## src/rtl/store_rmw_sequencer_if.sv

```systemverilog
// Bundles the store request, merge-stage and memory signals of the store RMW sequencer.
// The slave modport is the sequencer's view; master is the surrounding environment.
interface store_rmw_sequencer_if;
    logic        st_valid;
    logic        st_ready;
    logic [31:0] st_addr;
    logic [31:0] st_data;
    logic [2:0]  st_funct3;
    logic        st_done;
    logic        st_error;

    logic [31:0] mg_old_data;
    logic [31:0] mg_data;
    logic [2:0]  mg_funct3;
    logic [31:0] mg_result;

    logic        mem_req;
    logic        mem_we;
    logic [31:0] mem_addr;
    logic [31:0] mem_wdata;
    logic [31:0] mem_rdata;
    logic        mem_ack;

    modport slave (
        input  st_valid, st_addr, st_data, st_funct3, mg_result, mem_rdata, mem_ack,
        output st_ready, st_done, st_error, mg_old_data, mg_data, mg_funct3,
               mem_req, mem_we, mem_addr, mem_wdata
    );

    modport master (
        output st_valid, st_addr, st_data, st_funct3, mg_result, mem_rdata, mem_ack,
        input  st_ready, st_done, st_error, mg_old_data, mg_data, mg_funct3,
               mem_req, mem_we, mem_addr, mem_wdata
    );
endinterface

```

## src/rtl/store_rmw_sequencer.sv

```systemverilog
// Turns byte/half stores into read-modify-write transactions on a word-wide memory;
// word stores are written directly, illegal or misaligned stores are rejected.
module store_rmw_sequencer (
    input  logic                        clock,
    input  logic                        reset,
    store_rmw_sequencer_if.slave        bus
);
    typedef enum logic [2:0] {IDLE, READ, MERGE, WRITE, DONE} state_t;

    localparam logic [2:0] F3_BYTE = 3'b000;
    localparam logic [2:0] F3_HALF = 3'b001;
    localparam logic [2:0] F3_WORD = 3'b010;

    state_t      state;
    logic [4:0]  sh;
    logic [31:0] old_reg;
    logic [31:0] data_reg;
    logic [2:0]  funct3_reg;
    logic [31:0] wdata_reg;
    logic [31:0] addr_reg;
    logic        ready_reg;
    logic        done_reg;
    logic        error_reg;
    logic        req_reg;
    logic        we_reg;

    function automatic logic is_legal(input logic [2:0] f3, input logic [1:0] lo);
        case (f3)
            F3_BYTE: return 1'b1;
            F3_HALF: return !lo[0];
            F3_WORD: return lo == 2'b00;
            default: return 1'b0;
        endcase
    endfunction

    function automatic logic [31:0] rotr(input logic [31:0] x, input logic [4:0] s);
        logic [63:0] t;
        t = {x, x} >> s;
        return t[31:0];
    endfunction

    function automatic logic [31:0] rotl(input logic [31:0] x, input logic [4:0] s);
        logic [63:0] t;
        t = {x, x} << s;
        return t[63:32];
    endfunction

    // Outputs come straight from state registers so nothing combinational reaches the ports.
    assign bus.st_ready    = ready_reg;
    assign bus.st_done     = done_reg;
    assign bus.st_error    = error_reg;
    assign bus.mem_req     = req_reg;
    assign bus.mem_we      = we_reg;
    assign bus.mem_addr    = addr_reg;
    assign bus.mem_wdata   = wdata_reg;
    assign bus.mg_old_data = old_reg;
    assign bus.mg_data     = data_reg;
    assign bus.mg_funct3   = funct3_reg;

    // NOTE: all state uses non-blocking assignments so every register samples pre-edge values.
    always_ff @(posedge clock or posedge reset) begin
        if (reset) begin
            state      <= IDLE;
            sh         <= '0;
            old_reg    <= '0;
            data_reg   <= '0;
            funct3_reg <= '0;
            wdata_reg  <= '0;
            addr_reg   <= '0;
            ready_reg  <= 1'b1;
            done_reg   <= 1'b0;
            error_reg  <= 1'b0;
            req_reg    <= 1'b0;
            we_reg     <= 1'b0;
        end else begin
            done_reg  <= 1'b0;
            error_reg <= 1'b0;
            case (state)
                IDLE: begin
                    if (bus.st_valid) begin
                        ready_reg  <= 1'b0;
                        addr_reg   <= {bus.st_addr[31:2], 2'b00};
                        data_reg   <= bus.st_data;
                        funct3_reg <= bus.st_funct3;
                        sh         <= {bus.st_addr[1:0], 3'b000};
                        if (!is_legal(bus.st_funct3, bus.st_addr[1:0])) begin
                            state     <= DONE;
                            done_reg  <= 1'b1;
                            error_reg <= 1'b1;
                        end else if (bus.st_funct3 == F3_WORD) begin
                            state     <= WRITE;
                            wdata_reg <= bus.st_data;
                            req_reg   <= 1'b1;
                            we_reg    <= 1'b1;
                        end else begin
                            state   <= READ;
                            req_reg <= 1'b1;
                            we_reg  <= 1'b0;
                        end
                    end
                end
                READ: begin
                    if (bus.mem_ack) begin
                        old_reg <= rotr(bus.mem_rdata, sh);
                        req_reg <= 1'b0;
                        state   <= MERGE;
                    end
                end
                // The external merge stage settles within this single cycle.
                MERGE: begin
                    wdata_reg <= rotl(bus.mg_result, sh);
                    req_reg   <= 1'b1;
                    we_reg    <= 1'b1;
                    state     <= WRITE;
                end
                WRITE: begin
                    if (bus.mem_ack) begin
                        req_reg  <= 1'b0;
                        we_reg   <= 1'b0;
                        done_reg <= 1'b1;
                        state    <= DONE;
                    end
                end
                DONE: begin
                    ready_reg <= 1'b1;
                    state     <= IDLE;
                end
                default: state <= IDLE;
            endcase
        end
    end
endmodule

```

## src/flat_wrapper.sv

```systemverilog
// flat-port wrapper written by rule: the top's interface ports become plain ports
module store_rmw_sequencer_flat 
  (clock, reset, bus_st_valid, bus_st_addr, bus_st_data, bus_st_funct3, bus_mg_result, bus_mem_rdata, bus_mem_ack, bus_st_ready, bus_st_done, bus_st_error, bus_mg_old_data, bus_mg_data, bus_mg_funct3, bus_mem_req, bus_mem_we, bus_mem_addr, bus_mem_wdata);
  store_rmw_sequencer_if bus_i ();
  input  logic clock;
  input  logic reset;
  input wire logic [$bits(bus_i.st_valid)-1:0] bus_st_valid;
  input wire logic [$bits(bus_i.st_addr)-1:0] bus_st_addr;
  input wire logic [$bits(bus_i.st_data)-1:0] bus_st_data;
  input wire logic [$bits(bus_i.st_funct3)-1:0] bus_st_funct3;
  input wire logic [$bits(bus_i.mg_result)-1:0] bus_mg_result;
  input wire logic [$bits(bus_i.mem_rdata)-1:0] bus_mem_rdata;
  input wire logic [$bits(bus_i.mem_ack)-1:0] bus_mem_ack;
  output wire logic [$bits(bus_i.st_ready)-1:0] bus_st_ready;
  output wire logic [$bits(bus_i.st_done)-1:0] bus_st_done;
  output wire logic [$bits(bus_i.st_error)-1:0] bus_st_error;
  output wire logic [$bits(bus_i.mg_old_data)-1:0] bus_mg_old_data;
  output wire logic [$bits(bus_i.mg_data)-1:0] bus_mg_data;
  output wire logic [$bits(bus_i.mg_funct3)-1:0] bus_mg_funct3;
  output wire logic [$bits(bus_i.mem_req)-1:0] bus_mem_req;
  output wire logic [$bits(bus_i.mem_we)-1:0] bus_mem_we;
  output wire logic [$bits(bus_i.mem_addr)-1:0] bus_mem_addr;
  output wire logic [$bits(bus_i.mem_wdata)-1:0] bus_mem_wdata;
  assign bus_i.st_valid = bus_st_valid;
  assign bus_i.st_addr = bus_st_addr;
  assign bus_i.st_data = bus_st_data;
  assign bus_i.st_funct3 = bus_st_funct3;
  assign bus_i.mg_result = bus_mg_result;
  assign bus_i.mem_rdata = bus_mem_rdata;
  assign bus_i.mem_ack = bus_mem_ack;
  assign bus_st_ready = bus_i.st_ready;
  assign bus_st_done = bus_i.st_done;
  assign bus_st_error = bus_i.st_error;
  assign bus_mg_old_data = bus_i.mg_old_data;
  assign bus_mg_data = bus_i.mg_data;
  assign bus_mg_funct3 = bus_i.mg_funct3;
  assign bus_mem_req = bus_i.mem_req;
  assign bus_mem_we = bus_i.mem_we;
  assign bus_mem_addr = bus_i.mem_addr;
  assign bus_mem_wdata = bus_i.mem_wdata;
  store_rmw_sequencer u_core (.clock(clock), .reset(reset), .bus(bus_i));
endmodule
```

## config.mk

```make
export PLATFORM = sky130hd
export DESIGN_NAME = store_rmw_sequencer_flat
export DESIGN_NICKNAME = d
export VERILOG_FILES = /design/src/rtl/store_rmw_sequencer_if.sv /design/src/rtl/store_rmw_sequencer.sv /design/src/flat_wrapper.sv
export SDC_FILE = /design/constraint.sdc
export NUM_CORES = 1
export LEC_CHECK = 0
export ABC_AREA = 0
export CAP_MARGIN = 20
export CORE_MARGIN = 3
export CORE_UTILIZATION = 55
export DETAILED_ROUTE_END_ITERATION = 8
export DONT_BUFFER_PORTS = 1
export PLACE_DENSITY_LB_ADDON = 0.15
export SYNTH_ARGS = -nofsm -noshare
export SYNTH_HDL_FRONTEND = slang
export SYNTH_SLANG_ARGS = --single-unit
```

## constraint.sdc

```tcl
create_clock -name clock -period 10.9 [get_ports clock]
set_clock_uncertainty 0.2 [all_clocks]
set_input_delay 1.635 -clock clock [delete_from_list [all_inputs] [get_ports clock]]
set_output_delay 1.635 -clock clock [all_outputs]
set_load 0.02 [all_outputs]
```

==> flow_metrics.tcl <==
set metrics [dict create \
    fmax_mhz 343 \
    swShare_pct 43.4 \
    ys_types 39 \
    cts.path.max_buffers 2 \
    layout.nets 765 \
    status "completed" \
    cap_violations 0 \
    r2r_cells 3 \
    grt_overflow 0 \
    period_minus_slack_ns 2.92 \
    drive_above_1_share_pct 17.1 \
    p_leak_nw 3.43 \
    synthesis.area_mm2 0.00676 \
    grt_pass1_vias 4743 \
    avgRoutedWirePerCell_um 22.4 \
    postSynthCellCount 655 \
    critical_path_class "primary input to flip-flop" \
    cts_tree "built" \
    hold_depth 1 \
    clock_sinks 139 \
    worst_ep_arrival_time_ns 3.01 \
    setup_violations 0 \
    worst_pin_slew_ns 1.03 \
    async_reset_ff_share_pct 100 \
    drc 0 \
    areaGrowthSynthToFinish_pct 8.71 \
    cp_max_fo 18 \
    insertion_delay_ns 0.41 \
    hp-class "flip-flop to flip-flop" \
    synth-warning-count 0 \
    internal-power_w 0.00149 \
    rows 39 \
    dieHeight_um 117 \
    drt-initial-drc-count 356 \
    vias 4848 \
    critPathLaunchType "primary input" \
    rrSetupSlack_ns 8.01 \
    firstDrtPassIters 5 \
    post-route-period-util_pct 26.8 \
    dp_slack_ns 7.59 \
    dp_hpwl_um 12700 \
    pwr_density_cell_mw_per_mm2 358 \
    start_util_pct 57.7 \
    grt_first_pass_wirelength_um 26000 \
    avgSynthCellArea_um2 10.3 \
    synth_seq_cells 139 \
    vdd.ir_drop.worst_mv 0.160 \
    antenna_found_initial 0 \
    antenna_cells 0 \
    final_hold_viol_count 0 \
    ant_nets 0 \
    cts_max_level 4 \
    synth_edf_count 0 \
    gp_congestion 0.910 \
    clkPwrFrac_pct 22.6 \
    cts_resized 0 \
    tns_ns 0 \
    n_fill_cell 980 \
    ys_seq_area_share_pct 51.5 \
    rsz0062_at_grt "false" \
    cts_setup_buffers 0 \
    totalWireLength_um 17600 \
    synth_flop_cell "dfrtp_1" \
    cts_hold_buf 0 \
    most-common-layout-cells "nand2_1, dfrtp_1, mux2i_1" \
    combPwrFrac_pct 28.2 \
    layout_setup_ws_ns 7.98 \
    cp.required_ns 10.99 \
    clkTransAtPathRegs_ns 0.06 \
    endpoint_kind "flip-flop" \
    fp.dieW_um 117 \
    port-buffer-count 0 \
    die-area_mm2 0.0137 \
    cts_made_buffers 17 \
    grt_use_total_pct 25.0 \
    core_area_mm2 0.0117 \
    p_seq_share_pct 49.1 \
    final_common_cell "nand2_1" \
    grt_max_degree 73 \
    root_buffer "clkbuf_16" \
    switchingPower_w 0.00114 \
    vias_per_cell 6.17 \
    slew_headroom_pct 31.4 \
    ios 271 \
    maxSlewViolCount 0 \
]
[registers in the layout, indices dropped and copies added (netlist names)]
name and count:
u_core.bus.st_error 1, u_core.sh 2, u_core.bus.mg_funct3 3, u_core.bus.st_ready 1, u_core.bus.st_done 1, u_core.bus.mem_addr 30
u_core.bus.mem_we 1, u_core.bus.mem_req 1, u_core.bus.mg_data 32, u_core.bus.mem_wdata 32, u_core.bus.mg_old_data 32, u_core.state 3
[metrics by stage]
step	hold WS (ns)	std cells	utilization, %	power [W]	cell area [µm²]
after floorplan	0.377	656	-	0.00186	6770
after global placement	0.406	754	57.5	0.00201	6740
after CTS	0.419	786	62.8	0.00265	7350
final	0.417	786	62.8	0.00263	7350
after detailed placement	0.411	754	57.5	0.00205	6740
after global routing	0.427	786	62.8	0.00279	7350
[power groups by stage]
stage                     combinational (W)  sequential (W)  clock, W
after detailed placement           0.000747         0.00130         0
final                              0.000743         0.00129  0.000595
after CTS                          0.000745         0.00130  0.000604
after global placement             0.000706         0.00130         0
after global routing               0.000833         0.00133  0.000631
after floorplan                    0.000687         0.00118         0
[worst paths after layout]
| kind | start | to |
|---|---|---|
| max in group asynchronous | reset | u_core.bus.mg_old_data[18] |
| hold / removal | u_core.bus.st_ready | u_core.bus.st_ready |
| hold reg to reg | u_core.bus.st_ready | u_core.bus.st_ready |
| min in group asynchronous | reset | u_core.bus.mem_addr[25] |
| setup reg to reg | u_core.sh[4] | u_core.bus.mem_wdata[30] |
| setup / recovery | bus_st_valid | u_core.bus.mem_wdata[1] |
[critical path, cell delays in order]
cell and delay, ns:
nor2b_1 0.40, nand4_2 0.50, o221a_2 0.47
[final cells by class]
class / count / area, µm² / area share (%)
flip-flops and latches: 139 / 3480 / 47.4
inverters: 4 / 20.0 / 0.272
multi-input cells: 461 / 3000 / 40.9
clock buffers: 23 / 478 / 6.50
well taps: 143 / 179 / 2.43
clock inverters: 9 / 136 / 1.86
repair buffers: 7 / 52.6 / 0.715
[routing by layer]
layer	global-route usage, %	vias up	share of wire, %
met4	9.48	0	2.0
met2	39.3	268	48
met3	9.67	27	12
met5	0	-	0
met1	31.3	2324	38
li1	-	2229	-
[logic make-up (layout without fill, tap and decap cells)]
| logic type | after synthesis | in the layout | share of synthesized area [%] |
|---|---|---|---|
| AO/OA/AOI/OAI | 111 | 111 | 13.4 |
| XOR/XNOR | 1 | 1 | 0.130 |
| buffers and inverters | 56 | 43 | 4.61 |
| flip-flops | 139 | 139 | 51.5 |
| multiplexers | 96 | 96 | 14.8 |
| other | 1 | 2 | 0.0555 |
| AND/OR/NAND/NOR | 251 | 251 | 15.6 |
[cells in the mapped netlist, drive strengths merged, types with 3 or more instances]
cell	count	area, µm²
mux2	32	360
clkbuf	16	60.1
o21ai	36	180
nand2	233	875
a22oi	18	135
o221a	18	203
o22ai	14	150
a221o	14	140
nor4b	3	62.6
inv	4	15.0
mux2i	64	641
dfrtp	138	3450
nor2	3	11.3
buf	36	236
No activity file was read; power rests on OpenSTA's default activity.
